<file path="src/rtl/jpeg_pkg.sv">
// Shared JPEG pipeline types: coefficient widths, block geometry and the quantizer-sequencer states.
package jpeg_pkg;
  localparam int CW       = 14;
  localparam int QW       = 10;
  localparam int BLK_SIZE = 64;

  typedef logic signed [CW-1:0] coef_t;
  typedef logic signed [QW-1:0] qcoef_t;
  typedef logic [5:0]           pos_t;

  typedef enum logic {ST_INIT, ST_RUN} state_t;
endpackage

</file>
<file path="src/rtl/quant_ctrl.sv">
// Quantizer sequencer: indexes the 8x8 quantizer per coefficient and frames blocks; 2-cycle latency.
// Two-entry pipeline; in_ready drops only while both stages are full and downstream stalls.
module quant_ctrl #(
  parameter int CW    = jpeg_pkg::CW,
  parameter int QW    = jpeg_pkg::QW,
  parameter int BLK_W = 16
) (
  input  logic                 clk,
  input  logic                 reset,
  input  logic                 flush,
  input  logic                 err_clr,
  input  logic                 in_valid,
  output logic                 in_ready,
  input  logic signed [CW-1:0] in_y,
  input  logic signed [CW-1:0] in_cb,
  input  logic signed [CW-1:0] in_cr,
  input  logic                 in_last,
  output logic                 q_reset,
  output logic signed [CW-1:0] q_y_in,
  output logic signed [CW-1:0] q_cb_in,
  output logic signed [CW-1:0] q_cr_in,
  output logic [2:0]           q_x,
  output logic [2:0]           q_y,
  input  logic signed [QW-1:0] q_y_out,
  input  logic signed [QW-1:0] q_cb_out,
  input  logic signed [QW-1:0] q_cr_out,
  output logic                 out_valid,
  input  logic                 out_ready,
  output logic signed [QW-1:0] out_y,
  output logic signed [QW-1:0] out_cb,
  output logic signed [QW-1:0] out_cr,
  output logic                 out_first,
  output logic                 out_last,
  output logic [BLK_W-1:0]     blk_cnt,
  output logic                 sync_err
);
  import jpeg_pkg::*;

  localparam pos_t LAST_POS = pos_t'(BLK_SIZE - 1);

  state_t state, state_nxt;
  logic   run;

  pos_t                 pos;
  pos_t                 s0_pos;
  logic                 s0_vld, s0_first, s0_last;
  logic signed [CW-1:0] s0_y, s0_cb, s0_cr;
  logic                 s1_vld;

  logic in_fire, s1_load, out_fire, pos_is_last, align_err;

  always_ff @(posedge clk) begin
    if (reset) state <= ST_INIT;
    else       state <= state_nxt;
  end

  always_comb begin
    state_nxt = state;
    run       = 1'b0;
    case (state)
      ST_INIT: state_nxt = ST_RUN;
      ST_RUN:  run = 1'b1;
    endcase
  end

  assign q_reset     = reset | ~run;
  assign s1_load     = s0_vld & (~s1_vld | out_ready);
  assign in_ready    = run & ~reset & ~flush & (~s0_vld | s1_load);
  assign in_fire     = in_valid & in_ready;
  assign out_fire    = s1_vld & out_ready;
  assign out_valid   = s1_vld;
  assign pos_is_last = (pos == LAST_POS);
  // Framing comes from our own counter; upstream in_last only checks alignment (or forces an early end).
  assign align_err   = in_fire & (in_last ^ pos_is_last);

  always_ff @(posedge clk) begin
    if (reset || flush) begin
      pos <= '0;
    end else if (in_fire) begin
      pos <= in_last ? '0 : pos + 6'd1;
    end
  end

  always_ff @(posedge clk) begin
    if (reset) begin
      s0_vld   <= 1'b0;
      s0_y     <= '0;
      s0_cb    <= '0;
      s0_cr    <= '0;
      s0_pos   <= '0;
      s0_first <= 1'b0;
      s0_last  <= 1'b0;
    end else begin
      if (flush)        s0_vld <= 1'b0;
      else if (in_fire) s0_vld <= 1'b1;
      else if (s1_load) s0_vld <= 1'b0;
      if (in_fire) begin
        s0_y     <= in_y;
        s0_cb    <= in_cb;
        s0_cr    <= in_cr;
        s0_pos   <= pos;
        s0_first <= (pos == '0);
        s0_last  <= pos_is_last | in_last;
      end
    end
  end

  assign q_y_in  = s0_y;
  assign q_cb_in = s0_cb;
  assign q_cr_in = s0_cr;
  assign q_x     = s0_pos[5:3];
  assign q_y     = s0_pos[2:0];

  always_ff @(posedge clk) begin
    if (reset) begin
      s1_vld    <= 1'b0;
      out_y     <= '0;
      out_cb    <= '0;
      out_cr    <= '0;
      out_first <= 1'b0;
      out_last  <= 1'b0;
    end else if (flush) begin
      s1_vld <= 1'b0;
    end else if (s1_load) begin
      s1_vld    <= 1'b1;
      out_y     <= q_y_out;
      out_cb    <= q_cb_out;
      out_cr    <= q_cr_out;
      out_first <= s0_first;
      out_last  <= s0_last;
    end else if (out_ready) begin
      s1_vld <= 1'b0;
    end
  end

  always_ff @(posedge clk) begin
    if (reset)                blk_cnt <= '0;
    else if (out_fire && out_last) blk_cnt <= blk_cnt + 1'b1;
  end

  // A new misalignment in the same cycle as err_clr must not be lost.
  always_ff @(posedge clk) begin
    if (reset)          sync_err <= 1'b0;
    else if (align_err) sync_err <= 1'b1;
    else if (err_clr)   sync_err <= 1'b0;
  end
endmodule

</file>
<file path="config.mk">
export PLATFORM = sky130hd
export DESIGN_NAME = quant_ctrl
export DESIGN_NICKNAME = d
export VERILOG_FILES = /design/src/rtl/jpeg_pkg.sv /design/src/rtl/quant_ctrl.sv
export SDC_FILE = /design/constraint.sdc
export NUM_CORES = 1
export LEC_CHECK = 0
export ABC_AREA = 1
export CAP_MARGIN = 20
export CORE_AREA = 5 5 102 104
export CTS_CLUSTER_SIZE = 16
export DETAILED_ROUTE_END_ITERATION = 8
export DIE_AREA = 0 0 107 109
export PLACE_DENSITY = 0.83
export SYNTH_ARGS = -nofsm -noshare
export SYNTH_HDL_FRONTEND = slang
export SYNTH_SLANG_ARGS = --single-unit
</file>
<file path="constraint.sdc">
create_clock -name clk -period 2.95 [get_ports clk]
set_input_delay 0.59 -clock clk [delete_from_list [all_inputs] [get_ports clk]]
set_output_delay 0.59 -clock clk [all_outputs]
set_load 0.02 [all_outputs]
</file>
After elaboration in Yosys (flattened, before gate mapping)

Cells that the tools add are included.

Shift operators: 0
Reductions and logical operators: 8
Bitwise logic cells: 17
Multiplexer cells: 9
$add $sub $neg: 2
Multipliers: 0
Div/mod/pow operators: 0
Order comparisons: 0
Eq/ne operators: 1

Operators by type and width:

| operator                                                        | count |
|---|---|
| 16-bit by 1-bit adder with 16-bit output, second input constant | 1 |
| 1-bit two-way mux                                               | 8 |
| 1-bit AND                                                       | 7 |
| 6-bit by 1-bit adder with 6-bit output, second input constant   | 1 |
| 6-bit == test, second input constant                            | 1 |
| 6-bit logical NOT                                               | 1 |
| 6-bit two-way mux                                               | 1 |
| 2-bit nonzero test                                              | 3 |
| 1-bit NOT                                                       | 5 |
| 1-bit OR                                                        | 4 |
| 2-bit AND reduction                                             | 1 |
| 2-bit OR reduction                                              | 1 |
| 1-bit logical AND                                               | 1 |
| 1-bit logical OR                                                | 1 |
| 1-bit XOR                                                       | 1 |

Memories kept: 0
Memory bits (writable): 0
Word-level logic and storage cells: 54
Flip-flop bits (word level): 108
Bits of input ports: 79
Output and inout bits: 100
Bits in read-only memories: 0
Bits in latches: 0

Longest topological paths before layout

Gate-level depths: netlist of run 1.

Depth after elaboration: 8
Gate-level depth with buffers: 10
Mapped depth without buffers: 8

Worst setup path before layout of run 1

Ideal clock, no wire load.

Kind: in2out
Start: input reset
End: output in_ready
Buffers on the path: 1
Arrival: 1215 ps
Stages on the path: 6
Data required time: 2360 ps
Slack: 1145 ps
Cell sequence: buf_6 -> clkinv_2 -> nand2_2 -> nor2_4 -> nand2_1 -> inv_1

Cells in the longest elaborated chain, start to end: 4

RTL lines:

| what                    | line             | text |
|---|---|---|
| start: declaration      | quant_ctrl.sv:9  | `input logic reset,` |
| 1-bit NOT               | quant_ctrl.sv:68 | `assign in_ready = run & ~reset & ~flush & (~s0_vld \| s1_load);` |
| 1-bit AND (3 in series) | quant_ctrl.sv:68 |  |
| end: declaration        | quant_ctrl.sv:13 | `output logic in_ready,` |

No other way between the ends.

Final worst setup path of run 1

Start: input flush
End: output in_ready

Cells in the longest elaborated chain, start to end: 3

RTL lines:

| what                    | line             | text |
|---|---|---|
| start: declaration      | quant_ctrl.sv:10 | `input logic flush,` |
| 1-bit NOT (no line)     | -                |  |
| 1-bit AND (2 in series) | quant_ctrl.sv:68 |  |

No other way between the ends.

==> results.md, run 1 <==
- Core area: 9460 sq um
- Clock H-tree levels: 3
- Proportion of power drawn by flip-flops and latches: 58.2%
- CTS clk-pin slew, worst paths: 0.09 ns
- Leading register cell type out of synthesis: sky130_fd_sc_hd__dfxtp_1
- Via count of the routed design: 4037
- Clock latency on the worst-skew pair: 0.35 ns
- Number of cells produced by synthesis: 543
- Detailed-placement wirelength estimate: 8260 um
- Number of nets in the finished design: 793
- Async set or reset register ratio after synthesis: 0%
- P_int: 1.95 mW
- Outcome: completed
- Maximum clock insertion buffer count: 2
- Kind of start point of the critical path: input port
- Delay of the slowest cell on the worst path: 0.61 ns
- Top-level port count: 179
- Type of the worst setup path: in -> out
- Die boundary width: 107 um
- Number of warnings printed during yosys synthesis: 0
- Combinational Power Share: 9.3%
- Switching part of the total power: 23.6%
- WP data required: 2.36 ns
- Clock tree from TritonCTS: yes
- Type of element capturing the critical path: output pin
- Maximum clock frequency: 385 MHz
- Grt ovf: 0
- Sequential-to-total area share from yosys stat: 52.7%
- Cell area after synthesis: 4100 sq um
- Most instantiated cells after synthesis: 133 x sky130_fd_sc_hd__nand2_1, 108 x sky130_fd_sc_hd__dfxtp_1, 96 x sky130_fd_sc_hd__nor2_1, 64 x sky130_fd_sc_hd__a21oi_1, 45 x sky130_fd_sc_hd__o21ai_0
- Number of setup buffers added after CTS: 0
- Final antenna diode count: 0
- Largest clock skew in the final design: 0.0111 ns
- Placed instance count: 813
- Critical-path maximum fanout: 3
- Number of port buffers: 178
- Least-Margin Pin Slew: 0.945 ns
- Vias in the first global route: 3986
- Top area cells in the synthesized netlist: sky130_fd_sc_hd__dfxtp_1 53%, sky130_fd_sc_hd__nand2_1 12%, sky130_fd_sc_hd__nor2_1 8.8%
- Most frequent cell on the critical path: sky130_fd_sc_hd__clkdlybuf4s50_1
- Share of total power in the clock network: 32.5%
- Switching power total: 0.601 mW
- Number of enable-type register cells in the synthesized netlist: 0
- Count of different cell masters after synthesis: 22
- Sequence of cells on the critical path: clkdlybuf4s50_1, nor2_4, nand2_1, inv_1, clkdlybuf4s50_1
- Area Overhead vs Synth: 48.8%
- Final Hold Fails: 0
- Accumulated negative setup slack: 0 ns
- Post-route fraction of the period consumed by the critical path: 88.1%
- RSZ-0062 raised after global routing: no
- Post-detailed-route wirelength per cell: 13.7 um
- Quantity of hold-fixing buffers added after cts: 0
- Static leakage: 2.29 nW
- Tightest slew margin relative to the limit: 37.0%
- Post-synth top area share: 52.7%
- Combined global-route utilization of all metal layers: 19.3%
- Initial standard-cell utilization of the core: 43.4%
- Min Tclk post-route: 2.60 ns
- Floorplan die area: 11700 sq um
- Number of synthesized register bits: 108
- Die Y: 109 um
- Share of final-layout standard cells stronger than drive strength 1: 3.78%
- Number of max-cap violations: 0
- Number of non-filler instances in the completed layout: 829
- TritonCTS sink count: 108
- Cell type with the highest aggregate area in the netlist: sky130_fd_sc_hd__dfxtp_1
- Antenna violations before repair: 0
- Largest net degree at the start of global routing: 52
- Power per cell area: 418 nW/um^2
- Post-CTS sizing: 0
- Sum of routed wire length over all layers: 11400 um
- Hold/Removal Path Class: reg -> reg
- Cell with the largest stage delay on the worst path: sky130_fd_sc_hd__clkdlybuf4s50_1
- Final setup violating endpoints: 0
- Std-Cell Rows: 36
- DRC: 0
- Highest ir drop seen on vdd: 0.000233 V
- Arrival @ worst endpoint: 2.01 ns
- Number of nets with antenna violations after routing: 0
- Count of final max-slew check failures: 0
- Leading cell type by number of instances after synthesis: sky130_fd_sc_hd__nand2_1
- Number of design-rule violations left by the first detailed-router iteration: 169
- Average footprint of a synthesized cell: 7.56 sq um
- Number of iterations in the first detailed-routing pass: 4
- CTS buffer count: 9
- Post-synth net total: 626
- Root Buffer Master: sky130_fd_sc_hd__clkbuf_8
- Via/cell ratio: 4.87
- Routability Congestion: 0.767
- First-pass GRT wire length: 18500 um
## state kept, by name (all words and copies together), names as in the netlist, 10 cells and up
signal   count
out_y       10
q_cr_in     14
out_cb      10
q_y_in      14
out_cr      10
q_cb_in     14
blk_cnt     16
## stage by stage
stage | util (%) | total power, mW | cell area [sq um] | setup slack, ns | hold slack (ns)
final | 64.5 | 2.55 | 6100 | 0.351 | 0.464
after global routing | 64.5 | 2.66 | 6100 | 0.291 | 0.491
after CTS | 64.5 | 2.58 | 6100 | 0.340 | 0.470
after detailed placement | 62.6 | 1.76 | 5930 | 0.342 | 0.455
after global placement | 62.6 | 1.75 | 5930 | 0.354 | 0.451
after floorplan | - | 1.60 | 4100 | 1.15 | 0.450
## layout make-up
class | count | area [sq um]
inverter | 34 | 129
tap | 114 | 143
fill | 774 | 3360
sequential | 108 | 2160
timing repair buffer | 184 | 1830
clock inverter | 4 | 32.5
multi-input combinational | 373 | 1660
clock buffer | 12 | 145
## power by group through the flow
stage	combinational, mW	sequential, mW	clock [mW]
after floorplan	0.0624	1.54	0
after global placement	0.234	1.52	0
after detailed placement	0.238	1.52	0
after CTS	0.239	1.49	0.858
after global routing	0.256	1.49	0.917
final	0.238	1.49	0.828
## kinds of logic after synthesis
| kind of cell | share of synthesized area, % |
|---|---|
| adders and majority gates | 1.22 |
| and+or+nand+nor | 25.0 |
| xor gates and xnor gates | 0.214 |
| AOI/OAI and AO/OA | 13.8 |
| DFF | 52.7 |
| buffers and inverters | 7.01 |
## cell usage in the layout, fill, tap and decap left out
cell type	instances
sky130_fd_sc_hd__buf_12	1
sky130_fd_sc_hd__nor2_4	1
sky130_fd_sc_hd__nand3_4	1
sky130_fd_sc_hd__clkdlybuf4s50_1	177
sky130_fd_sc_hd__dfxtp_1	108
sky130_fd_sc_hd__o21ai_0	45
sky130_fd_sc_hd__inv_6	1
sky130_fd_sc_hd__nor3_2	1
sky130_fd_sc_hd__inv_1	32
sky130_fd_sc_hd__nand4_1	6
sky130_fd_sc_hd__nor3b_1	1
sky130_fd_sc_hd__nor3_1	4
sky130_fd_sc_hd__clkbuf_1	2
sky130_fd_sc_hd__nand2_1	133
sky130_fd_sc_hd__buf_2	1
sky130_fd_sc_hd__nand3_1	11
sky130_fd_sc_hd__and3_1	1
sky130_fd_sc_hd__buf_4	5
sky130_fd_sc_hd__xor2_1	1
sky130_fd_sc_hd__nor2_1	96
sky130_fd_sc_hd__a21oi_1	64
sky130_fd_sc_hd__nand2_2	1
sky130_fd_sc_hd__clkinv_4	1
sky130_fd_sc_hd__clkinv_2	1
sky130_fd_sc_hd__ha_1	4
sky130_fd_sc_hd__inv_2	1
sky130_fd_sc_hd__clkbuf_8	10
sky130_fd_sc_hd__o21bai_1	3
sky130_fd_sc_hd__clkinvlp_4	2
## worst paths after layout
| check | slack, ns | to | from | depth (start not counted) |
|---|---|---|---|---|
| max | 0.35 | in_ready | flush | 5 |
| min | 0.46 | sync_err$_SDFFE_PP0P_ | sync_err$_SDFFE_PP0P_ | 2 |
| max reg2reg | 1.25 | blk_cnt[12]$_SDFFE_PP0P_ | blk_cnt[0]$_SDFFE_PP0P_ | 7 |
| min reg2reg | 0.46 | sync_err$_SDFFE_PP0P_ | sync_err$_SDFFE_PP0P_ | 2 |
## worst max-delay path: cells and delay by family
kind / cells / cell delay [ns]
simple gates: 2 / 0.26
buf+inv: 3 / 1.15
## per-layer routing
layer | global-route usage [%] | wire length [um]
met1 | 23.0 | 4850
met2 | 32.6 | 5260
met3 | 6.75 | 1090
met4 | 6.58 | 180
met5 | 0 | 0
Note: power is estimated with default switching activity, not from simulation.
==> run 2: changes to the inputs <==
--- a/config.mk
+++ b/config.mk
@@ -11,7 +11,7 @@
 export CTS_CLUSTER_SIZE = 16
 export DETAILED_ROUTE_END_ITERATION = 8
 export DIE_AREA = 0 0 107 109
-export PLACE_DENSITY = 0.83
+export PLACE_DENSITY = 0.85
 export SYNTH_ARGS = -nofsm -noshare
 export SYNTH_HDL_FRONTEND = slang
 export SYNTH_SLANG_ARGS = --single-unit
==> run 2 against run 1 <==
Compared with the run above:
- global-route usage decreased by 0.60 points
- via count decreased by 1.1%
- largest cell class unchanged
- highest routed layer unchanged
- critical path type unchanged
- largest power group unchanged
- hold slack improved by 0.0035 ns
==> results.md, run 2 (same netlist as run 1, synthesis figures left out) <==
- Outcome: completed (unchanged)
- Largest net degree at the start of global routing: 52 (unchanged)
- First-pass GRT wire length: 17900 um (was 18500 um)
- Number of setup buffers added after CTS: 0 (unchanged)
- Type of the worst setup path: in -> out (unchanged)
- Final setup violating endpoints: 0 (unchanged)
- Switching part of the total power: 23.1% (was 23.6%)
- Vias in the first global route: 3814 (was 3986)
- Grt ovf: 0 (unchanged)
- P_int: 1.94 mW (was 1.95 mW)
- Sum of routed wire length over all layers: 11100 um (was 11400 um)
- Die Y: 109 um (unchanged)
- Number of iterations in the first detailed-routing pass: 4 (unchanged)
- Number of flip-flops in the largest register: 16 (unchanged)
- CTS clk-pin slew, worst paths: 0.09 ns (about the same)
- Combinational Power Share: 9.4% (was 9.3%)
- Largest clock skew in the final design: 0.00820 ns (was 0.0111 ns)
- Switching power total: 0.583 mW (was 0.601 mW)
- Post-detailed-route wirelength per cell: 13.4 um (was 13.7 um)
- Tightest slew margin relative to the limit: 35.7% (was 37.0%)
- Number of nets in the finished design: 792 (was 793)
- Core area: 9460 sq um (unchanged)
- Kind of start point of the critical path: input port (unchanged)
- Top-level port count: 179 (unchanged)
- Static leakage: 2.29 nW (about the same)
- Antenna violations before repair: 1 (was 0)
- Cell area after placement: 5920 sq um (was 5930 sq um)
- Least-Margin Pin Slew: 0.964 ns (was 0.945 ns)
- Root Buffer Master: sky130_fd_sc_hd__clkbuf_8 (unchanged)
- Via count of the routed design: 3991 (was 4037)
- Highest ir drop seen on vdd: 0.000211 V (was 0.000233 V)
- Count of final max-slew check failures: 0 (unchanged)
- Clock latency on the worst-skew pair: 0.35 ns (about the same)
- Most common cell after layout, fill and taps aside: sky130_fd_sc_hd__clkdlybuf4s50_1 (unchanged)
- Commonest non-fill, non-tap cells in the layout: 177 x sky130_fd_sc_hd__clkdlybuf4s50_1, 133 x sky130_fd_sc_hd__nand2_1, 108 x sky130_fd_sc_hd__dfxtp_1 (unchanged)
- Type of element capturing the critical path: output pin (unchanged)
- CTS buffer count: 9 (unchanged)
- WP data required: 2.36 ns (about the same)
- Via/cell ratio: 4.81 (was 4.87)
- Maximum clock frequency: 376 MHz (was 385 MHz)
- Critical-path maximum fanout: 4 (was 3)
- Power per cell area: 414 nW/um^2 (was 418 nW/um^2)
- Min Tclk post-route: 2.66 ns (was 2.60 ns)
- Final Hold Fails: 0 (unchanged)
- Post-route fraction of the period consumed by the critical path: 90.1% (was 88.1%)
- Combined global-route utilization of all metal layers: 18.7% (was 19.3%)
- Number of port buffers: 178 (unchanged)
- Detailed-placement wirelength estimate: 8060 um (was 8260 um)
- Number of nets with antenna violations after routing: 0 (unchanged)
- Post-route cell area: 6090 sq um (was 6100 sq um)
- Quantity of hold-fixing buffers added after cts: 0 (unchanged)
- DRC: 0 (unchanged)
- Reg with most FFs: blk_cnt (unchanged)
- Maximum clock insertion buffer count: 2 (unchanged)
- Post-CTS sizing: 0 (unchanged)
- Share of total power in the clock network: 31.8% (was 32.5%)
- Initial standard-cell utilization of the core: 43.4% (unchanged)
- Proportion of power drawn by flip-flops and latches: 58.9% (was 58.2%)
- TritonCTS sink count: 108 (unchanged)
- Share of final-layout standard cells stronger than drive strength 1: 3.78% (about the same)
- Hold/Removal Path Class: reg -> reg (unchanged)
- Area Overhead vs Synth: 48.4% (was 48.8%)
- Clock H-tree levels: 3 (unchanged)
- Accumulated negative setup slack: 0 ns (unchanged)
- Floorplan die area: 11700 sq um (unchanged)
- Number of design-rule violations left by the first detailed-router iteration: 161 (was 169)
- Routability Congestion: 0.766 (was 0.767)
- Number of max-cap violations: 0 (unchanged)
- Clock tree from TritonCTS: yes (unchanged)
- Arrival @ worst endpoint: 2.07 ns (was 2.01 ns)
- Tightest hold margin: 0.468 ns (was 0.464 ns)
- Die boundary width: 107 um (unchanged)
- Fill cell total of the finished layout: 836 (was 774)
- Std-Cell Rows: 36 (unchanged)
- RSZ-0062 raised after global routing: no (unchanged)
-- run 2: cell count changes in the layout (fill, tap and decap cells not counted), sizes merged --
cell | previous run | this run
clkinv | 2 | 5
diode | 0 | 1
buf | 7 | 6
clkbuf | 12 | 11
clkinvlp | 2 | 1
inv | 34 | 33
-- run 2: worst max-delay path, stage by stage --
cell and delay, ns:
sky130_fd_sc_hd__clkdlybuf4s50_1 0.50, sky130_fd_sc_hd__inv_1 0.05, sky130_fd_sc_hd__nand3_1 0.18, sky130_fd_sc_hd__nand2_1 0.08
sky130_fd_sc_hd__inv_1 0.06, sky130_fd_sc_hd__clkdlybuf4s50_1 0.61
-- run 2: final cells by class --
| class | count | area [sq um] | share of cell area, % |
|---|---|---|---|
| flip-flops and latches | 108 | 2160 | 35.5 |
| multi-input cells | 373 | 1660 | 27.2 |
| well taps | 114 | 143 | 2.34 |
| clock inverters | 5 | 27.5 | 0.452 |
| diodes | 1 | 2.50 | 0.0411 |
| inverters | 34 | 129 | 2.12 |
| clock buffers | 11 | 141 | 2.32 |
| repair buffers | 183 | 1830 | 30.0 |
-- run 2: worst paths after layout --
kind                                               from                  endpoint  slack (ns)  cells after the start
worst max-delay path                          out_ready                  in_ready        0.29                      6
worst min-delay path             q_y_in[0]$_SDFFE_PP0P_    q_y_in[0]$_SDFFE_PP0P_        0.47                      2
worst max register to register  blk_cnt[0]$_SDFFE_PP0P_  blk_cnt[12]$_SDFFE_PP0P_        1.23                      6
worst min register to register   q_y_in[0]$_SDFFE_PP0P_    q_y_in[0]$_SDFFE_PP0P_        0.47                      2
-- run 2: power groups by stage --
stage | clock (mW) | sequential (mW) | combinational (mW)
detailed placement | 0 | 1.52 | 0.237
global placement | 0 | 1.52 | 0.234
CTS | 0.830 | 1.49 | 0.239
finish | 0.802 | 1.48 | 0.236
floorplan | 0 | 1.54 | 0.0624
global route | 0.895 | 1.49 | 0.253
-- run 2: metal layers --
metal | up-vias | GRT usage [%] | wire length (um) | part of all wire [%]
met4 | 0 | 5.30 | 116 | 1.0
met1 | 1799 | 23.0 | 4710 | 42
met5 | - | 0 | 0 | 0
met3 | 8 | 7.76 | 1100 | 9.9
li1 | 2060 | - | - | -
met2 | 124 | 30.3 | 5170 | 47
-- run 2: stage by stage --
step	util, %	cells	power (mW)	setup WS (ns)
2_1_floorplan	-	543	1.60	1.15
3_3_place_gp	62.6	812	1.75	0.301
3_5_place_dp	62.6	812	1.76	0.283
4_1_cts	64.4	828	2.55	0.287
5_1_grt	64.4	829	2.64	0.238
6_report	64.4	829	2.52	0.291
==> run 3: changes to the inputs <==
--- a/config.mk
+++ b/config.mk
@@ -7,11 +7,12 @@
 export LEC_CHECK = 0
 export ABC_AREA = 1
 export CAP_MARGIN = 20
-export CORE_AREA = 5 5 102 104
+export CORE_AREA = 5 5 100 102
+export CTS_BUF_LIST = sky130_fd_sc_hd__clkbuf_8
 export CTS_CLUSTER_SIZE = 16
 export DETAILED_ROUTE_END_ITERATION = 8
-export DIE_AREA = 0 0 107 109
-export PLACE_DENSITY = 0.85
+export DIE_AREA = 0 0 105 107
+export PLACE_DENSITY = 0.88
 export SYNTH_ARGS = -nofsm -noshare
 export SYNTH_HDL_FRONTEND = slang
 export SYNTH_SLANG_ARGS = --single-unit
==> run 3 against run 2 <==
Compared with the run above:
- critical path type unchanged
- die area decreased by 3.7%
- core utilization increased by 3.4 points
- clock power increased by 7.7%
- worst setup slack improved by 0.033 ns
- clock skew increased by 0.0028 ns
- critical endpoint unchanged
- register-to-register slack about the same
- hold slack improved by 0.0019 ns
- largest power group unchanged
- via count increased by 1.7%
- sequential power about the same
- highest routed layer unchanged
==> results.md, run 3 (same netlist as run 1, synthesis figures left out) <==
- Sequential cell area: 2160 sq um (unchanged)
- Minimum setup slack after placement: 0.323 ns (was 0.283 ns)
- Floorplan die area: 11200 sq um (was 11700 sq um)
- Arrival @ worst endpoint: 2.04 ns (was 2.07 ns)
- Design Power: 2.59 mW (was 2.52 mW)
- Outcome: completed (unchanged)
- Static leakage: 2.30 nW (was 2.29 nW)
- Number of port buffers: 178 (unchanged)
- Number of non-filler instances in the completed layout: 826 (was 829)
- Grt ovf: 0 (unchanged)
- Number of setup buffers added after CTS: 0 (unchanged)
- Cell with the largest stage delay on the worst path: sky130_fd_sc_hd__clkdlybuf4s50_1 (unchanged)
- Maximum clock insertion buffer count: 2 (unchanged)
- Count of final max-slew check failures: 0 (unchanged)
- Most frequent cell on the critical path: sky130_fd_sc_hd__clkdlybuf4s50_1
- Area Overhead vs Synth: 49.0% (was 48.4%)
- Vias in the first global route: 4042 (was 3814)
- Final antenna diode count: 0 (was 1)
- Routability Congestion: 0.818 (was 0.766)
- Final Hold Fails: 0 (unchanged)
- Post-route fraction of the period consumed by the critical path: 89.0% (was 90.1%)
- Sequence of cells on the critical path: clkdlybuf4s50_1, nor2_4, nand2_1, inv_1, clkdlybuf4s50_1 (was clkdlybuf4s50_1, inv_1, nand3_1, nand2_1, inv_1, clkdlybuf4s50_1)
- Number of nets with antenna violations after routing: 0 (unchanged)
- CTS buffer count: 9 (unchanged)
- WP data required: 2.36 ns (about the same)
- Share of final-layout standard cells stronger than drive strength 1: 4.06% (was 3.78%)
- Number of flip-flops in the largest register: 16 (unchanged)
- Post-CTS sizing: 0 (unchanged)
- Cell area after placement: 5920 sq um (about the same)
- Detailed-placement wirelength estimate: 8500 um (was 8060 um)
- CTS clk-pin slew, worst paths: 0.11 ns (was 0.09 ns)
- Die Y: 107 um (was 109 um)
- Min Tclk post-route: 2.63 ns (was 2.66 ns)
- Hold/Removal Path Class: reg -> reg (unchanged)
- Type of element capturing the critical path: output pin (unchanged)
- Largest net degree at the start of global routing: 54 (was 52)
- Maximum clock frequency: 381 MHz (was 376 MHz)
- Post-route cell area: 6110 sq um (was 6090 sq um)
- Number of max-cap violations: 0 (unchanged)
- Tightest slew margin relative to the limit: 32.2% (was 35.7%)
- Highest ir drop seen on vdd: 0.000261 V (was 0.000211 V)
- Type of the worst setup path: in -> out (unchanged)
- Combined global-route utilization of all metal layers: 20.6% (was 18.7%)
- Top-level port count: 179 (unchanged)
- Antenna violations before repair: 0 (was 1)
- Clock latency on the worst-skew pair: 0.37 ns (was 0.35 ns)
- Number of iterations in the first detailed-routing pass: 4 (unchanged)
- Least setup slack across all paths after layout: 0.324 ns (was 0.291 ns)
- Least-Margin Pin Slew: 1.02 ns (was 0.964 ns)
- Most common cell after layout, fill and taps aside: sky130_fd_sc_hd__clkdlybuf4s50_1 (unchanged)
- Critical-path maximum fanout: 3 (was 4)
- DRC: 0 (unchanged)
- Post-detailed-route wirelength per cell: 13.9 um (was 13.4 um)
- Commonest non-fill, non-tap cells in the layout: 177 x sky130_fd_sc_hd__clkdlybuf4s50_1, 133 x sky130_fd_sc_hd__nand2_1, 108 x sky130_fd_sc_hd__dfxtp_1 (unchanged)
- Kind of start point of the critical path: input port (unchanged)
- Die boundary width: 105 um (was 107 um)
- Reg with most FFs: blk_cnt (unchanged)
- Via/cell ratio: 4.91 (was 4.81)
- Number of nets in the finished design: 793 (was 792)
- Fill cell total of the finished layout: 720 (was 836)
- Largest clock skew in the final design: 0.0109 ns (was 0.00820 ns)
- Accumulated negative setup slack: 0 ns (unchanged)
- Core area: 9020 sq um (was 9460 sq um)
- Placed instance count: 810 (was 812)
- TritonCTS sink count: 108 (unchanged)
- Clock H-tree levels: 3 (unchanged)
- Std-Cell Rows: 35 (was 36)
- Area used by multi-input combinational logic: 1660 sq um (unchanged)
- Final setup violating endpoints: 0 (unchanged)
- Initial standard-cell utilization of the core: 45.5% (was 43.4%)
- Root Buffer Master: sky130_fd_sc_hd__clkbuf_8 (unchanged)
- Power per cell area: 423 nW/um^2 (was 414 nW/um^2)
- Sum of routed wire length over all layers: 11500 um (was 11100 um)
- Via count of the routed design: 4058 (was 3991)
- Number of design-rule violations left by the first detailed-router iteration: 118 (was 161)
- First-pass GRT wire length: 19400 um (was 17900 um)
- RSZ-0062 raised after global routing: no (unchanged)
- Clock tree from TritonCTS: yes (unchanged)
- Delay of the slowest cell on the worst path: 0.61 ns (about the same)
- Quantity of hold-fixing buffers added after cts: 0 (unchanged)
[run 3: path summary, 6_finish.rpt]
check	from	to	slack (ns)	cells past startpoint
min reg2reg	q_cb_in[4]$_SDFFE_PP0P_	q_cb_in[4]$_SDFFE_PP0P_	0.47	2
min	q_cb_in[4]$_SDFFE_PP0P_	q_cb_in[4]$_SDFFE_PP0P_	0.47	2
max reg2reg	blk_cnt[0]$_SDFFE_PP0P_	blk_cnt[8]$_SDFFE_PP0P_	1.22	6
max	flush	in_ready	0.32	5
[run 3: layout make-up]
| cell class | count | area share [%] |
|---|---|---|
| flip-flops and latches | 108 | 35.4 |
| repair buffers | 184 | 30.0 |
| multi-input cells | 373 | 27.1 |
| well taps | 111 | 2.27 |
| clock buffers | 10 | 2.25 |
| inverters | 34 | 2.11 |
| clock inverters | 6 | 0.900 |
[run 3: per-stage QoR]
| stage | hold slack, ns | utilization [%] |
|---|---|---|
| after floorplan | 0.450 | - |
| after global placement | 0.452 | 65.6 |
| after detailed placement | 0.457 | 65.6 |
| after CTS | 0.473 | 67.8 |
| after global routing | 0.484 | 67.8 |
| final | 0.470 | 67.8 |
[run 3: critical path, delay by kind of cell]
family	cells	cell delay, ns
buffers and inverters	3	1.16
and+or+nand+nor	2	0.28
[run 3: power breakdown]
group / switching, mW / internal, mW
registers: 0.00931 / 1.48
logic: 0.0997 / 0.138
clock network: 0.518 / 0.347
[run 3: metal layers]
| metal | wire length, um | share of wire (%) | GRT usage [%] |
|---|---|---|---|
| met5 | 0 | 0 | 0 |
| met4 | 165 | 1.4 | 5.94 |
| met3 | 1160 | 10 | 8.91 |
| met2 | 5490 | 48 | 34.8 |
| met1 | 4700 | 41 | 23.7 |
